==> src/rtl/arm7tdmi_jtag_master.sv <==
`default_nettype none
// ============================================================================
// Module   : arm7tdmi_jtag_master
// Function : JTAG host turning reset/IR/DR/idle commands into TCK/TMS/TDI, capturing TDO
// Revision : 1.0
// ============================================================================
module arm7tdmi_jtag_master #(
   parameter int CLK_DIV = 2,
   parameter int MAX_LEN = 32
) (
   input  logic               clk,
   input  logic               rst_n,
   input  logic               cmd_valid,
   output logic               cmd_ready,
   input  logic [1:0]         cmd_op,
   input  logic [5:0]         cmd_len,
   input  logic [MAX_LEN-1:0] cmd_data,
   output logic               rsp_valid,
   output logic [MAX_LEN-1:0] rsp_data,
   output logic               busy,
   output logic               jtag_tck,
   output logic               jtag_tms,
   output logic               jtag_tdi,
   input  logic               jtag_tdo,
   output logic               jtag_trst_n
);

   localparam int CW = $clog2(MAX_LEN + 8);
   localparam int IW = (MAX_LEN > 1) ? $clog2(MAX_LEN) : 1;
   localparam int DW = (CLK_DIV > 1) ? $clog2(CLK_DIV) : 1;

   localparam logic [1:0] OP_RESET = 2'b00;
   localparam logic [1:0] OP_IR    = 2'b01;
   localparam logic [1:0] OP_DR    = 2'b10;
   localparam logic [1:0] OP_RUN   = 2'b11;

   typedef enum logic [2:0] {
      S_RESET_SEQ = 3'd0,
      S_IDLE      = 3'd1,
      S_HDR       = 3'd2,
      S_SHIFT     = 3'd3,
      S_TRL       = 3'd4,
      S_RUN       = 3'd5,
      S_DONE      = 3'd6
   } state_t;

   state_t             state, state_d;
   logic [CW-1:0]      cnt, cnt_d, len_q, len_d;
   logic [DW-1:0]      div, div_d;
   logic [1:0]         op_q, op_d;
   logic               host_q, host_d;
   logic [MAX_LEN-1:0] data_q, data_d, cap_q, cap_d, rsp_q, rsp_d;
   logic               tck_q, tck_d, tms_q, tms_d, tdi_q, tdi_d;
   logic               rsp_v_q, rsp_v_d, trst_q;
   logic               active, half_end;
   logic [CW-1:0]      len_eff;

   // Number of TCKs spent in each TCK-driving state.
   function automatic logic [CW-1:0] steps_f(input state_t s, input logic [1:0] op,
                                             input logic [CW-1:0] len);
      logic [CW-1:0] n;
      case (s)
         S_RESET_SEQ:    n = CW'(7);
         S_HDR:          n = (op == OP_IR) ? CW'(4) : CW'(3);
         S_SHIFT, S_RUN: n = len;
         S_TRL:          n = CW'(2);
         default:        n = CW'(1);
      endcase
      return n;
   endfunction

   function automatic logic tms_f(input state_t s, input logic [CW-1:0] c,
                                  input logic [1:0] op, input logic [CW-1:0] len);
      logic t;
      case (s)
         S_RESET_SEQ: t = (c < CW'(6));
         S_HDR:       t = (op == OP_IR) ? (c < CW'(2)) : (c == '0);
         S_SHIFT:     t = (c == len - CW'(1));
         S_TRL:       t = (c == '0);
         default:     t = 1'b0;
      endcase
      return t;
   endfunction

   function automatic logic tdi_f(input state_t s, input logic [CW-1:0] c,
                                  input logic [MAX_LEN-1:0] d);
      return (s == S_SHIFT) ? d[c[IW-1:0]] : 1'b0;
   endfunction

   assign len_eff = ((cmd_len == 6'd0) || ({1'b0, cmd_len} > 7'(MAX_LEN))) ?
                    CW'(MAX_LEN) : CW'(cmd_len);
   assign active   = (state == S_RESET_SEQ) || (state == S_HDR) || (state == S_SHIFT) ||
                     (state == S_TRL) || (state == S_RUN);
   assign half_end = active && (div == DW'(CLK_DIV - 1));

   always_comb begin
      state_d = state;
      cnt_d   = cnt;
      div_d   = div;
      len_d   = len_q;
      op_d    = op_q;
      host_d  = host_q;
      data_d  = data_q;
      cap_d   = cap_q;
      rsp_d   = rsp_q;
      tck_d   = tck_q;
      rsp_v_d = 1'b0;

      if ((state == S_IDLE) && cmd_valid) begin
         op_d   = cmd_op;
         len_d  = len_eff;
         data_d = cmd_data;
         cap_d  = '0;
         host_d = 1'b1;
         cnt_d  = '0;
         div_d  = '0;
         tck_d  = 1'b0;
         case (cmd_op)
            OP_RESET:     state_d = S_RESET_SEQ;
            OP_IR, OP_DR: state_d = S_HDR;
            default:      state_d = S_RUN;
         endcase
      end else if (state == S_DONE) begin
         state_d = S_IDLE;
      end else if (active) begin
         if (!half_end) begin
            div_d = div + DW'(1);
         end else begin
            div_d = '0;
            tck_d = ~tck_q;
            if (!tck_q) begin
               // Rising TCK: TDO was launched on the previous falling edge.
               if (state == S_SHIFT)
                  cap_d[cnt[IW-1:0]] = jtag_tdo;
            end else if (cnt == steps_f(state, op_q, len_q) - CW'(1)) begin
               cnt_d = '0;
               case (state)
                  S_RESET_SEQ: state_d = host_q ? S_DONE : S_IDLE;
                  S_HDR:       state_d = S_SHIFT;
                  S_SHIFT:     state_d = S_TRL;
                  default:     state_d = S_DONE;
               endcase
            end else begin
               cnt_d = cnt + CW'(1);
            end
         end
      end

      if ((state_d == S_DONE) && (state != S_DONE)) begin
         rsp_v_d = 1'b1;
         rsp_d   = cap_d;
      end

      // TMS/TDI follow the step index, which only moves on a falling TCK.
      tms_d = tms_f(state_d, cnt_d, op_d, len_d);
      tdi_d = tdi_f(state_d, cnt_d, data_d);
   end

   always_ff @(posedge clk or negedge rst_n) begin
      if (!rst_n) begin
         state   <= S_RESET_SEQ;
         cnt     <= '0;
         div     <= '0;
         len_q   <= '0;
         op_q    <= OP_RESET;
         host_q  <= 1'b0;
         data_q  <= '0;
         cap_q   <= '0;
         rsp_q   <= '0;
         rsp_v_q <= 1'b0;
         tck_q   <= 1'b0;
         tms_q   <= 1'b1;
         tdi_q   <= 1'b0;
         trst_q  <= 1'b0;
      end else begin
         state   <= state_d;
         cnt     <= cnt_d;
         div     <= div_d;
         len_q   <= len_d;
         op_q    <= op_d;
         host_q  <= host_d;
         data_q  <= data_d;
         cap_q   <= cap_d;
         rsp_q   <= rsp_d;
         rsp_v_q <= rsp_v_d;
         tck_q   <= tck_d;
         tms_q   <= tms_d;
         tdi_q   <= tdi_d;
         trst_q  <= 1'b1;
      end
   end

   assign cmd_ready   = (state == S_IDLE);
   assign busy        = ~cmd_ready;
   assign rsp_valid   = rsp_v_q;
   assign rsp_data    = rsp_q;
   assign jtag_tck    = tck_q;
   assign jtag_tms    = tms_q;
   assign jtag_tdi    = tdi_q;
   assign jtag_trst_n = trst_q;

endmodule
`default_nettype wire

==> config.mk <==
export PLATFORM = sky130hd
export DESIGN_NAME = arm7tdmi_jtag_master
export DESIGN_NICKNAME = d
export VERILOG_FILES = /design/src/rtl/arm7tdmi_jtag_master.sv
export SDC_FILE = /design/constraint.sdc
export NUM_CORES = 1
export LEC_CHECK = 0
export BUFFER_PORTS_ARGS = -buffer_cell sky130_fd_sc_hd__buf_2
export CORE_MARGIN = 5
export CORE_UTILIZATION = 28
export CTS_BUF_LIST = sky130_fd_sc_hd__clkbuf_4
export CTS_CLUSTER_DIAMETER = 40
export DETAILED_ROUTE_END_ITERATION = 8
export PLACE_DENSITY_LB_ADDON = 0.08
export SLEW_MARGIN = 20
export SYNTH_ARGS = -nofsm -noshare
export SYNTH_HDL_FRONTEND = slang
export SYNTH_SLANG_ARGS = --single-unit
==> constraint.sdc <==
create_clock -name clk -period 8.4 [get_ports clk]
set_input_delay 1.68 -clock clk [delete_from_list [all_inputs] [get_ports clk]]
set_output_delay 1.68 -clock clk [all_outputs]
set_load 0.05 [all_outputs]
== After elaboration in Yosys (flattened, before gate mapping) ==
Cells that the tools add are included.

* Flip-flop bits (word level): 120
* Logic and storage cells: 113

* Add/sub/neg operators: 4
* Mux-type cells: 49
* Equality and inequality tests: 18
* Bitwise logic cells: 2
* Reductions and logical operators: 20
* Magnitude comparators: 6

{| class="wikitable"
|+ Operators with widths
! cell !! number
|-
| 32-bit two-way mux || 7
|-
| 6-bit two-way mux || 13
|-
| 32-bit bitwise mux || 1
|-
| 3-bit two-way mux || 8
|-
| 6-bit case mux with 4 select lines || 1
|-
| 3-bit equality test (second input constant) || 5
|-
| 1-bit two-way mux || 13
|-
| 3-bit by 2-bit equality test with 1-bit output (second input constant) || 4
|-
| 6-bit equality test || 2
|-
| 6-bit logical NOT || 2
|-
| 5-bit by 6-bit less-than comparator with 1-bit output (second input constant) || 2
|-
| 6-bit by 1-bit subtractor with 6-bit output (second input constant) || 2
|-
| 3-bit case mux with 3 select lines || 1
|-
| 6-bit by 1-bit adder with 6-bit output (second input constant) || 1
|-
| 2-bit by 1-bit equality test with 1-bit output (second input constant) || 3
|-
| 6-bit > comparator (second input constant) || 1
|-
| 3-bit logical NOT || 2
|-
| 6-bit by 2-bit less-than comparator with 1-bit output (second input constant) || 1
|-
| 6-bit by 3-bit less-than comparator with 1-bit output (second input constant) || 1
|-
| 3-bit case mux with 2 select lines || 1
|-
| 1-bit binary-select mux with 5-bit select || 1
|-
| 1-bit demux with 5-bit select || 1
|-
| 5-bit by 1-bit greater-or-equal comparator with 1-bit output (second input constant) || 1
|-
| 1-bit logical OR || 5
|-
| other kinds (14) || 20
|}

== Logic depth before layout (Yosys ltp) ==
Gate-level depths: netlist of run 1.

* Depth in word-level cells: 21
* Mapped depth: 19
* Depth with buffers taken out: 18

== Worst setup path after synthesis of run 1 ==
OpenSTA, ideal clock, no wires.

* Path kind: register to register
* Start: reg state[1]
* End: reg tms_q, in the netlist jtag_tms
* Path buffers: 1
* Cell stages (with the launch flop): 11
* Clock period less this slack: 3,542 ps
* Data arrival time: 3,445 ps
* Slack: 4,858 ps
* Setup time: 97 ps
* Cell sequence: dfrtp_1 or3b_2 clkbuf_1 inv_1 nand2_1 a21oi_1 nand3_1 or3b_2 a311oi_1 a21oi_1 o41ai_2

* Elaborated cells on any way between the ends: 49
* Those cells by class: 2 x add/sub; 2 x order compare; 12 x eq/ne; 23 x mux; 10 x reduce/logical

{| class="wikitable"
|+ RTL lines
! element !! line !! RTL
|-
| from (decl) || 47 || <nowiki>state_t state, state_d;</nowiki>
|-
| from (signal assigned) || 176 || <nowiki>state <= state_d;</nowiki>
|-
| 3-bit by 1-bit equality test with 1-bit output * || n/a ||
|-
| via cmd_ready || 14 || <nowiki>output logic cmd_ready,</nowiki>
|-
| 1-bit logical AND * || 109 || <nowiki>if ((state == S_IDLE) && cmd_valid) begin</nowiki>
|-
| 6-bit two-way mux or 2-bit two-way mux (tied branches) || 109 ||
|-
| 6-bit by 1-bit subtractor with 6-bit output (tied with other cells) || 78 || <nowiki>S_SHIFT: t = (c == len - CW'(1));</nowiki>
|-
| 6-bit equality test or 1-bit two-way mux (tied branches) || 78, 77 ||
|-
| 1-bit case mux with 4 select lines * || 75 || <nowiki>case (s)</nowiki>
|-
| via tms_d || 53 || <nowiki>logic tck_q, tck_d, tms_q, tms_d, tdi_q, tdi_d;</nowiki>
|-
| to (signal assigned) || 187 || <nowiki>tms_q <= tms_d;</nowiki>
|-
| to (decl) || 53 ||
|}

Mark *: on every way through the listed nets, which the timed path passes. The rest lies on a longest branch. The select of a mux whose other input is x is not followed.
A chain may end at the register's enable or synchronous reset.

== Worst setup path in the final report of run 1 ==
* Start: reg state[0]
* End: reg tdi_q, in the netlist jtag_tdi

* Longest elaborated chain between the ends: 19
* Elaborated cells on any way between the ends: 40
* Those cells by class: 1 x add/sub; 8 x eq/ne; 23 x mux; 8 x reduce/logical

{| class="wikitable"
|+ RTL lines
! element !! line !! RTL
|-
| 3-bit equality test or 3-bit by 2-bit equality test with 1-bit output (tied branches) || n/a ||
|-
| 2-bit OR reduction || 62 || <nowiki>case (s)</nowiki>
|-
| 6-bit case mux with 4 select lines || 62 ||
|-
| 6-bit two-way mux || 131 || <nowiki>if (!tck_q) begin</nowiki>
|-
| 6-bit two-way mux || 126 || <nowiki>if (!half_end) begin</nowiki>
|-
| 6-bit two-way mux || 125 || <nowiki>end else if (active) begin</nowiki>
|-
| 6-bit two-way mux || 123 || <nowiki>end else if (state == S_DONE) begin</nowiki>
|-
| 6-bit two-way mux || 109 ||
|-
| [4 not listed] || n/a ||
|-
| 6-bit two-way mux || 126 ||
|-
| 6-bit two-way mux || 125 ||
|-
| 6-bit two-way mux || 123 ||
|-
| 6-bit two-way mux || 109 ||
|-
| 1-bit binary-select mux with 5-bit select || 87 || <nowiki>return (s == S_SHIFT) ? d[c[IW-1:0]] : 1'b0;</nowiki>
|-
| 1-bit two-way mux (not written as such) || 87 ||
|-
| 1-bit two-way mux * || 87 ||
|-
| via tdi_d || 53 ||
|-
| to (signal assigned) || 188 || <nowiki>tdi_q <= tdi_d;</nowiki>
|-
| to (decl) || 53 ||
|}

Marks and branches as above.

==> reports/metrics.csv, run 1 <==
stage,metric,value,unit
route,Post-DRT Antenna Nets,0,
route,1st-iter DRT viols,252,
power,pwr dens,369.5,nW/µm²
placed_design,IO Port Bufs,82,
floorplanning,Die Height,161.8,µm
layout,fill count,2390,
synth,Post-Synthesis Cells,687,
grt,largest net degree at the start of global routing,82,
sta,Final WS setup,4.191,ns
placed_design,worst slack at placement,4.065,ns
sta,"Hold Vio Cnt, Final",0,
clocking,clock-pin slew on the worst setup and hold paths,0.12,ns
critical_path,FF-to-FF setup slack,4.19,ns
clocking,cts hold-fix bufs,0,
run_status,outcome,finished clean,
critical_path,Worst EP required,8.83,ns
synth,#FFs+latches synth,120,
floorplanning,Core Box Area,22640,µm²
power,cell leakage power,3.408,nW
hold_path,Hold Path Class,reg2reg,
sta,unrepaired setup endpoints after global routing,false,
sta,Fin Setup TNS,0,ns
power,Max VDD drop,0.09059,mV
synth,Post-Syn Area,6452,µm²
clocking,PostCTS Resize Cnt,0,
layout,Synth-to-Final Area Change,14.39,%
synth,Synth Net Count,738,
sta,# setup viols final,0,
critical_path,Crit Path Max Fanout,16,
sta,hold slack final,0.4908,ns
job,max cap viols,0,
synth,Ys Warns,0,
grt,Total Routing Usage GR,13.98,%
placed_design,DP Wirelength,12.24,mm
grt,vias in the first global route,5265,
grt,initial antenna violation count,1,
route,detailed-route DRC error count,0,
floorplanning,I/O pin count,83,
route,vias per cell,4.845,
clocking,Post CTS Setup Buffer Count,0,
clocking,maximum buffer depth of the clock tree,2,
grt,grt ovf,0,
route,TritonRoute pass-1 iters,5,
critical_path,critical path type,reg2reg,
synth,Mapped Avg Cell Area,9.392,µm²
floorplanning,Die W,161.8,µm
sta,Max Fclk,237.6,MHz
route,"wirelength, routed",18.04,mm
synth,ys async rst share,100.0,%
sta,Rel. slew slack,39.08,%
synth,library cells used by synthesis,69,
route,wire length per cell,17.12,µm
sta,final worst-path cycle share,50.11,%
sta,Final Slew Violations,0,
floorplanning,number of cell rows,55,
clocking,Clock Sink Count,120,
critical_path,startpoint types,flop,
floorplanning,total die area,26180,µm²
layout,final-stage net count,806,
clocking,CTS tree,built,
placed_design,Final Wtd Congestion,0.7899,
synth,predominant post-synthesis flop cell,dfrtp_1,
synth,post-synthesis sequential area ratio,46.56,%
sta,clk_skew,0.02095,ns
synth,Post-synth EDFFs,0,
grt,first-pass GRT wire length,29.10,mm
sta,minimum clock period,4.209,ns
clocking,CTS Buf Count,17,
layout,ratio of cells with drive above 1 in the final layout,23.83,%
critical_path,crit path DAT,4.64,ns
sta,Worst Tran Pin Value,0.9139,ns
route,total number of vias,5107,
critical_path,crit end category,flop,
clocking,clock tree root driver cell,clkbuf_4,
clocking,CTS HTree Levels,4,
clocking,clk_lat worst skew,0.54,ns
floorplanning,Starting Density,28.50,%
-- worst paths after layout --
check                                        to           startpoint  depth (start not counted)
setup / recovery             jtag_tdi$_DFF_PN0_   state[0]$_DFF_PN0_                         16
hold / removal              data_q[8]$_DFF_PN0_  data_q[8]$_DFF_PN0_                          2
setup reg to reg             jtag_tdi$_DFF_PN0_   state[0]$_DFF_PN0_                         16
hold reg to reg             data_q[8]$_DFF_PN0_  data_q[8]$_DFF_PN0_                          2
max in group asynchronous    state[1]$_DFF_PN0_                rst_n                          2
min in group asynchronous  data_q[16]$_DFF_PN0_                rst_n                          1
-- logic make-up after synthesis --
logic type	after synthesis	synth area share, %
other	1	0.05812
buffers and inverters	58	3.878
XOR/XNOR	15	2.036
AO/OA/AOI/OAI	121	12.10
multiplexers	60	11.91
flip-flops	120	46.56
adder cells (fa/ha/maj)	7	1.357
AND/OR/NAND/NOR	305	22.11
-- worst max-delay path, cell delays in order, from the launching register on --
cell and delay, ns:
dfrtp_1 0.65, nor2b_1 0.11, a21o_1 0.21, nor2_1 0.12
ha_1 0.22, inv_1 0.06, o31a_1 0.32, nor3_2 0.33
nor4_4 0.13, o21ai_2 0.42, nand2_4 0.14, inv_2 0.34
mux2i_1 0.27, mux2i_1 0.10, o22ai_1 0.27, o21ai_0 0.15
a32o_1 0.24
-- sequential cells by signal (all words and copies together) (netlist names) --
name,cells
cap_q,32
data_q,32
rsp_data,32
cnt,6
len_q,6
state,3
op_q,2
div,1
host_q,1
jtag_tck,1
jtag_tdi,1
jtag_tms,1
jtag_trst_n,1
rsp_valid,1
-- through the flow --
stage	util, %	instance area [µm²]	total power [mW]	cells
2_1_floorplan	-	6452	1.959	687
3_3_place_gp	31.33	7093	2.295	1021
3_5_place_dp	31.33	7093	2.316	1021
4_1_cts	32.58	7376	2.758	1053
5_1_grt	32.60	7381	2.931	1054
6_report	32.60	7381	2.727	1054
-- layer usage --
layer	wire length [µm]	vias to the layer above	global-route usage [%]	share of wire (%)
li1	-	2507	-	-
met3	669	11	3.451	3.7
met2	8223	91	21.40	46
met5	0	-	0	0
met4	163	0	3.614	0.90
met1	8986	2498	19.86	50
-- layout by cell type (no fill, tap or decap), types with 10 or more instances in the layout --
cell type  synthesis  final
nand3_1           10     10
o21ai_0           41     41
mux2i_1           25     25
nand2_1          167    167
inv_1             16     16
nor2_1            50     49
buf_2              2     81
clkbuf_4           0     18
mux2_4            30     30
dfrtp_1          119    119
a21oi_1           29     29
nor3_1            22     22
-- where the power goes --
group / switching, mW / internal [mW]
logic: 0.886 / 0.494
registers: 0.154 / 0.761
clock network: 0.250 / 0.182
total: 1.29 / 1.44
-- cells in the mapped netlist (4+ instances only) --
master | count | area (µm²)
a211oi_1 | 7 | 52.55
a21oi_1 | 29 | 145.1
a22oi_1 | 5 | 37.54
a311oi_1 | 4 | 35.03
buf_6 | 4 | 45.04
clkbuf_1 | 31 | 116.4
dfrtp_1 | 119 | 2978
ha_1 | 7 | 87.58
inv_1 | 16 | 60.06
mux2_2 | 4 | 45.04
mux2_4 | 30 | 450.4
mux2i_1 | 25 | 250.2
nand2_1 | 167 | 626.9
nand3_1 | 10 | 50.05
nand3b_1 | 4 | 30.03
nand4_1 | 8 | 50.05
nor2_1 | 50 | 187.7
nor3_1 | 22 | 110.1
nor3b_1 | 5 | 37.54
nor4_1 | 5 | 31.28
o211ai_1 | 5 | 37.54
o21ai_0 | 41 | 205.2
or2_2 | 4 | 25.02
xnor2_1 | 8 | 70.07
xor2_1 | 7 | 61.31
-- area by class of cell --
type / instances / area [µm²] / share of cell area, %
diodes: 1 / 2.502 / 0.03390
clock buffers: 18 / 135.1 / 1.831
clock inverters: 14 / 147.6 / 2.000
inverters: 18 / 67.56 / 0.9154
multi-input cells: 509 / 3202 / 43.38
flip-flops and latches: 120 / 3004 / 40.70
well taps: 285 / 356.6 / 4.831
repair buffers: 89 / 465.4 / 6.306
Power figures use the tool's default switching activity.
==> inputs of run 2 (changes only) <==
==> constraint.sdc (replaced) <==
create_clock -name clk -period 3.7 [get_ports clk]
set_input_delay 0.74 -clock clk [delete_from_list [all_inputs] [get_ports clk]]
set_output_delay 0.74 -clock clk [all_outputs]
set_load 0.05 [all_outputs]
==> run 2 against run 1 <==
Via count is 3.5% higher; flip-flop and latch count unchanged; setup slack worse by 4.1 ns; sequential power grew 120%; total power is 140% higher; combinational power grew to 2.6 times the previous value; clock skew grew 0.014 ns; global-route usage grew 0.74 points; hold slack lost 0.40 ns; register-to-register slack worse by 4.1 ns; critical path depth did not move; non-clock buffer count is 43 higher; critical path type unchanged.
==> reports/metrics.csv, run 2 (synthesis gave the netlist of run 1 again) <==
stage,metric,value,unit,change
route,wire length per cell,17.33,µm,+1.2%
power,Tot Pwr,6.645,mW,+140%
clocking,clock tree root driver cell,clkbuf_4,,
clocking,clk_lat worst skew,0.56,ns,+0.02 ns
grt,busiest grt layer,met2,,
sta,# setup viols final,0,,unchanged
clocking,clock-pin slew on the worst setup and hold paths,0.13,ns,about the same
grt,largest net degree at the start of global routing,92,,+12%
power,Max VDD drop,0.2492,mV,+180%
sta,unrepaired setup endpoints after global routing,true,,
sta,clk_skew,0.03482,ns,+0.01388 ns
power,cell leakage power,3.655,nW,+7.3%
layout,fill count,2381,,-0.38%
grt,initial antenna violation count,1,,unchanged
sta,"Hold Vio Cnt, Final",0,,unchanged
power,pwr dens,846.0,nW/µm²,+130%
run_status,outcome,finished clean,,
sta,minimum clock period,3.577,ns,-0.6322 ns
critical_path,CP dominant cell by count,buf_4,,
route,total number of vias,5284,,+3.5%
critical_path,Crit Path Max Fanout,6,,-10
grt,met3 usage,3.223,%,-0.23 points
grt,first-pass GRT wire length,30.61,mm,+5.2%
floorplanning,I/O pin count,83,,unchanged
layout,ratio of cells with drive above 1 in the final layout,28.98,%,+5.1 points
layout,Synth-to-Final Area Change,21.72,%,
clocking,CTS tree,built,,
sta,Rel. slew slack,60.76,%,+22 points
clocking,cts hold-fix bufs,0,,unchanged
floorplanning,number of cell rows,55,,unchanged
route,"wirelength, routed",19.01,mm,+5.4%
floorplanning,Die W,161.8,µm,unchanged
job,max cap viols,0,,unchanged
hold_path,Hold Path Class,in2async,,
floorplanning,Starting Density,28.50,%,unchanged
layout,design area,7854,µm²,+6.4%
sta,final worst-path cycle share,96.67,%,+47 points
route,1st-iter DRT viols,280,,+11%
critical_path,Worst path max stage delay,0.44,ns,-0.21 ns
critical_path,cells along the critical path,"nor2b_1, a21o_1, nor2_1, ha_2, inv_1, o31a_1, o21a_1, buf_4, nor4_4, buf_4, or2_4, o211ai_4, nor3b_4, buf_6, buf_12, mux2_2",,
layout,most frequent cells in the layout,"167 x nand2_1, 118 x dfrtp_1, 81 x buf_2",,
placed_design,IO Port Bufs,82,,unchanged
grt,grt ovf,0,,unchanged
floorplanning,Die Height,161.8,µm,unchanged
sta,Max Fclk,279.6,MHz,+18%
critical_path,critical path type,reg2reg,,
clocking,CTS HTree Levels,4,,unchanged
route,vias per cell,4.817,,-0.59%
route,detailed-route DRC error count,0,,unchanged
critical_path,crit end category,flop,,
sta,Worst Tran Pin Value,0.5886,ns,-0.3253 ns
placed_design,post-placement cell area,7358,µm²,+3.7%
clocking,Clock Sink Count,120,,unchanged
placed_design,DP Wirelength,13.34,mm,+9.0%
layout,Layout Cells excl Fill,1097,,+4.1%
critical_path,Crit-path slowest cell,dfrtp_1,,
critical_path,Worst EP required,4.15,ns,-4.68 ns
floorplanning,total die area,26180,µm²,unchanged
grt,vias in the first global route,5505,,+4.6%
route,TritonRoute pass-1 iters,4,,-1
placed_design,Final Wtd Congestion,0.8251,,+4.5%
clocking,CTS Buf Count,17,,unchanged
layout,"commonest non-fill, non-tap cell in the layout",nand2_1,,
critical_path,crit path DAT,4.02,ns,-0.62 ns
grt,Total Routing Usage GR,14.73,%,+0.74 points
route,Post-DRT Antenna Nets,0,,unchanged
critical_path,startpoint types,flop,,
layout,final-stage net count,849,,+5.3%
grt,GR Util met1,21.01,%,+1.1 points
clocking,maximum buffer depth of the clock tree,2,,unchanged
placed_design,Cells after DPL,1053,,+3.1%
sta,Final Slew Violations,0,,unchanged
floorplanning,Core Box Area,22640,µm²,unchanged
grt,M2 GR Usage,22.30,%,+0.89 points
-- run 2: cell types whose count changed in the layout (fill, tap and decap cells not counted), sizes merged --
cell,before,now
buf,89,130
bufbuf,0,1
clkinv,7,4
clkinvlp,1,2
clkbuf,18,19
inv,22,24
-- run 2: per-layer routing --
metal,share of wire [%],wire (µm),vias to the layer above
met3,3.8,729,13
li1,-,-,2592
met2,47,8863,98
met5,0,0,-
met1,48,9171,2581
met4,1.3,245,0
-- run 2: worst max-delay path: cells and delay by family, from the launching register on --
family          cells  cell delay, ns
flops               1            0.44
buf+inv             5            0.69
simple gates        5            0.98
fa+ha+maj           1            0.21
mux                 1            0.33
compound gates      4            0.82
-- run 2: per-stage QoR --
step	worst slack (ns)	hold WS, ns	TNS, ns	util [%]
6_report	0.1231	0.09544	0	34.69
5_1_grt	-0.03452	0.08402	-0.07631	34.69
2_1_floorplan	0.1579	0.4252	0	-
3_5_place_dp	-0.08629	0.4447	-0.3075	32.50
4_1_cts	0.003494	0.06174	0	34.14
3_3_place_gp	-0.02097	0.4526	-0.02097	32.50
-- run 2: area by class of cell --
| class | count | area, µm² | area share [%] |
|---|---|---|---|
| multi-input cells | 509 | 3244 | 41.31 |
| flip-flops and latches | 120 | 3005 | 38.27 |
| repair buffers | 132 | 875.8 | 11.15 |
| well taps | 285 | 356.6 | 4.540 |
| clock inverters | 14 | 163.9 | 2.087 |
| clock buffers | 18 | 135.1 | 1.721 |
| inverters | 18 | 70.07 | 0.8921 |
| diodes | 1 | 2.502 | 0.03186 |
-- run 2: worst paths after layout --
path / startpoint / endpoint / cells past startpoint / slack (ns)
hold / removal: rst_n / data_q[11]$_DFF_PN0_ / 1 / 0.1
setup / recovery: state[1]$_DFF_PN0_ / rsp_data[0]$_DFFE_PN0P_ / 16 / 0.12
min in group clk: cmd_data[14] / data_q[14]$_DFF_PN0_ / 3 / 0.36
setup reg to reg: state[1]$_DFF_PN0_ / rsp_data[0]$_DFFE_PN0P_ / 16 / 0.12
max in group asynchronous: rst_n / state[2]$_DFF_PN0_ / 2 / 2.71
hold reg to reg: host_q$_DFFE_PN0P_ / host_q$_DFFE_PN0P_ / 1 / 0.47
-- run 2: power breakdown --
part	total [mW]	switching (mW)	internal, mW
Clock	1.02	0.597	0.427
Sequential	2.03	0.299	1.73
Combinational	3.59	2.16	1.43
Total	6.64	3.06	3.59
-- run 2: what timing repair did --
action | CTS | global route
resized for setup | 6 | 15
setup buffers | 3 | 7
cloned | 1 | 1
hold endpoints to repair | 0 | 0
pin swaps | 2 | 6
endpoints found under the setup margin | 22 | 34
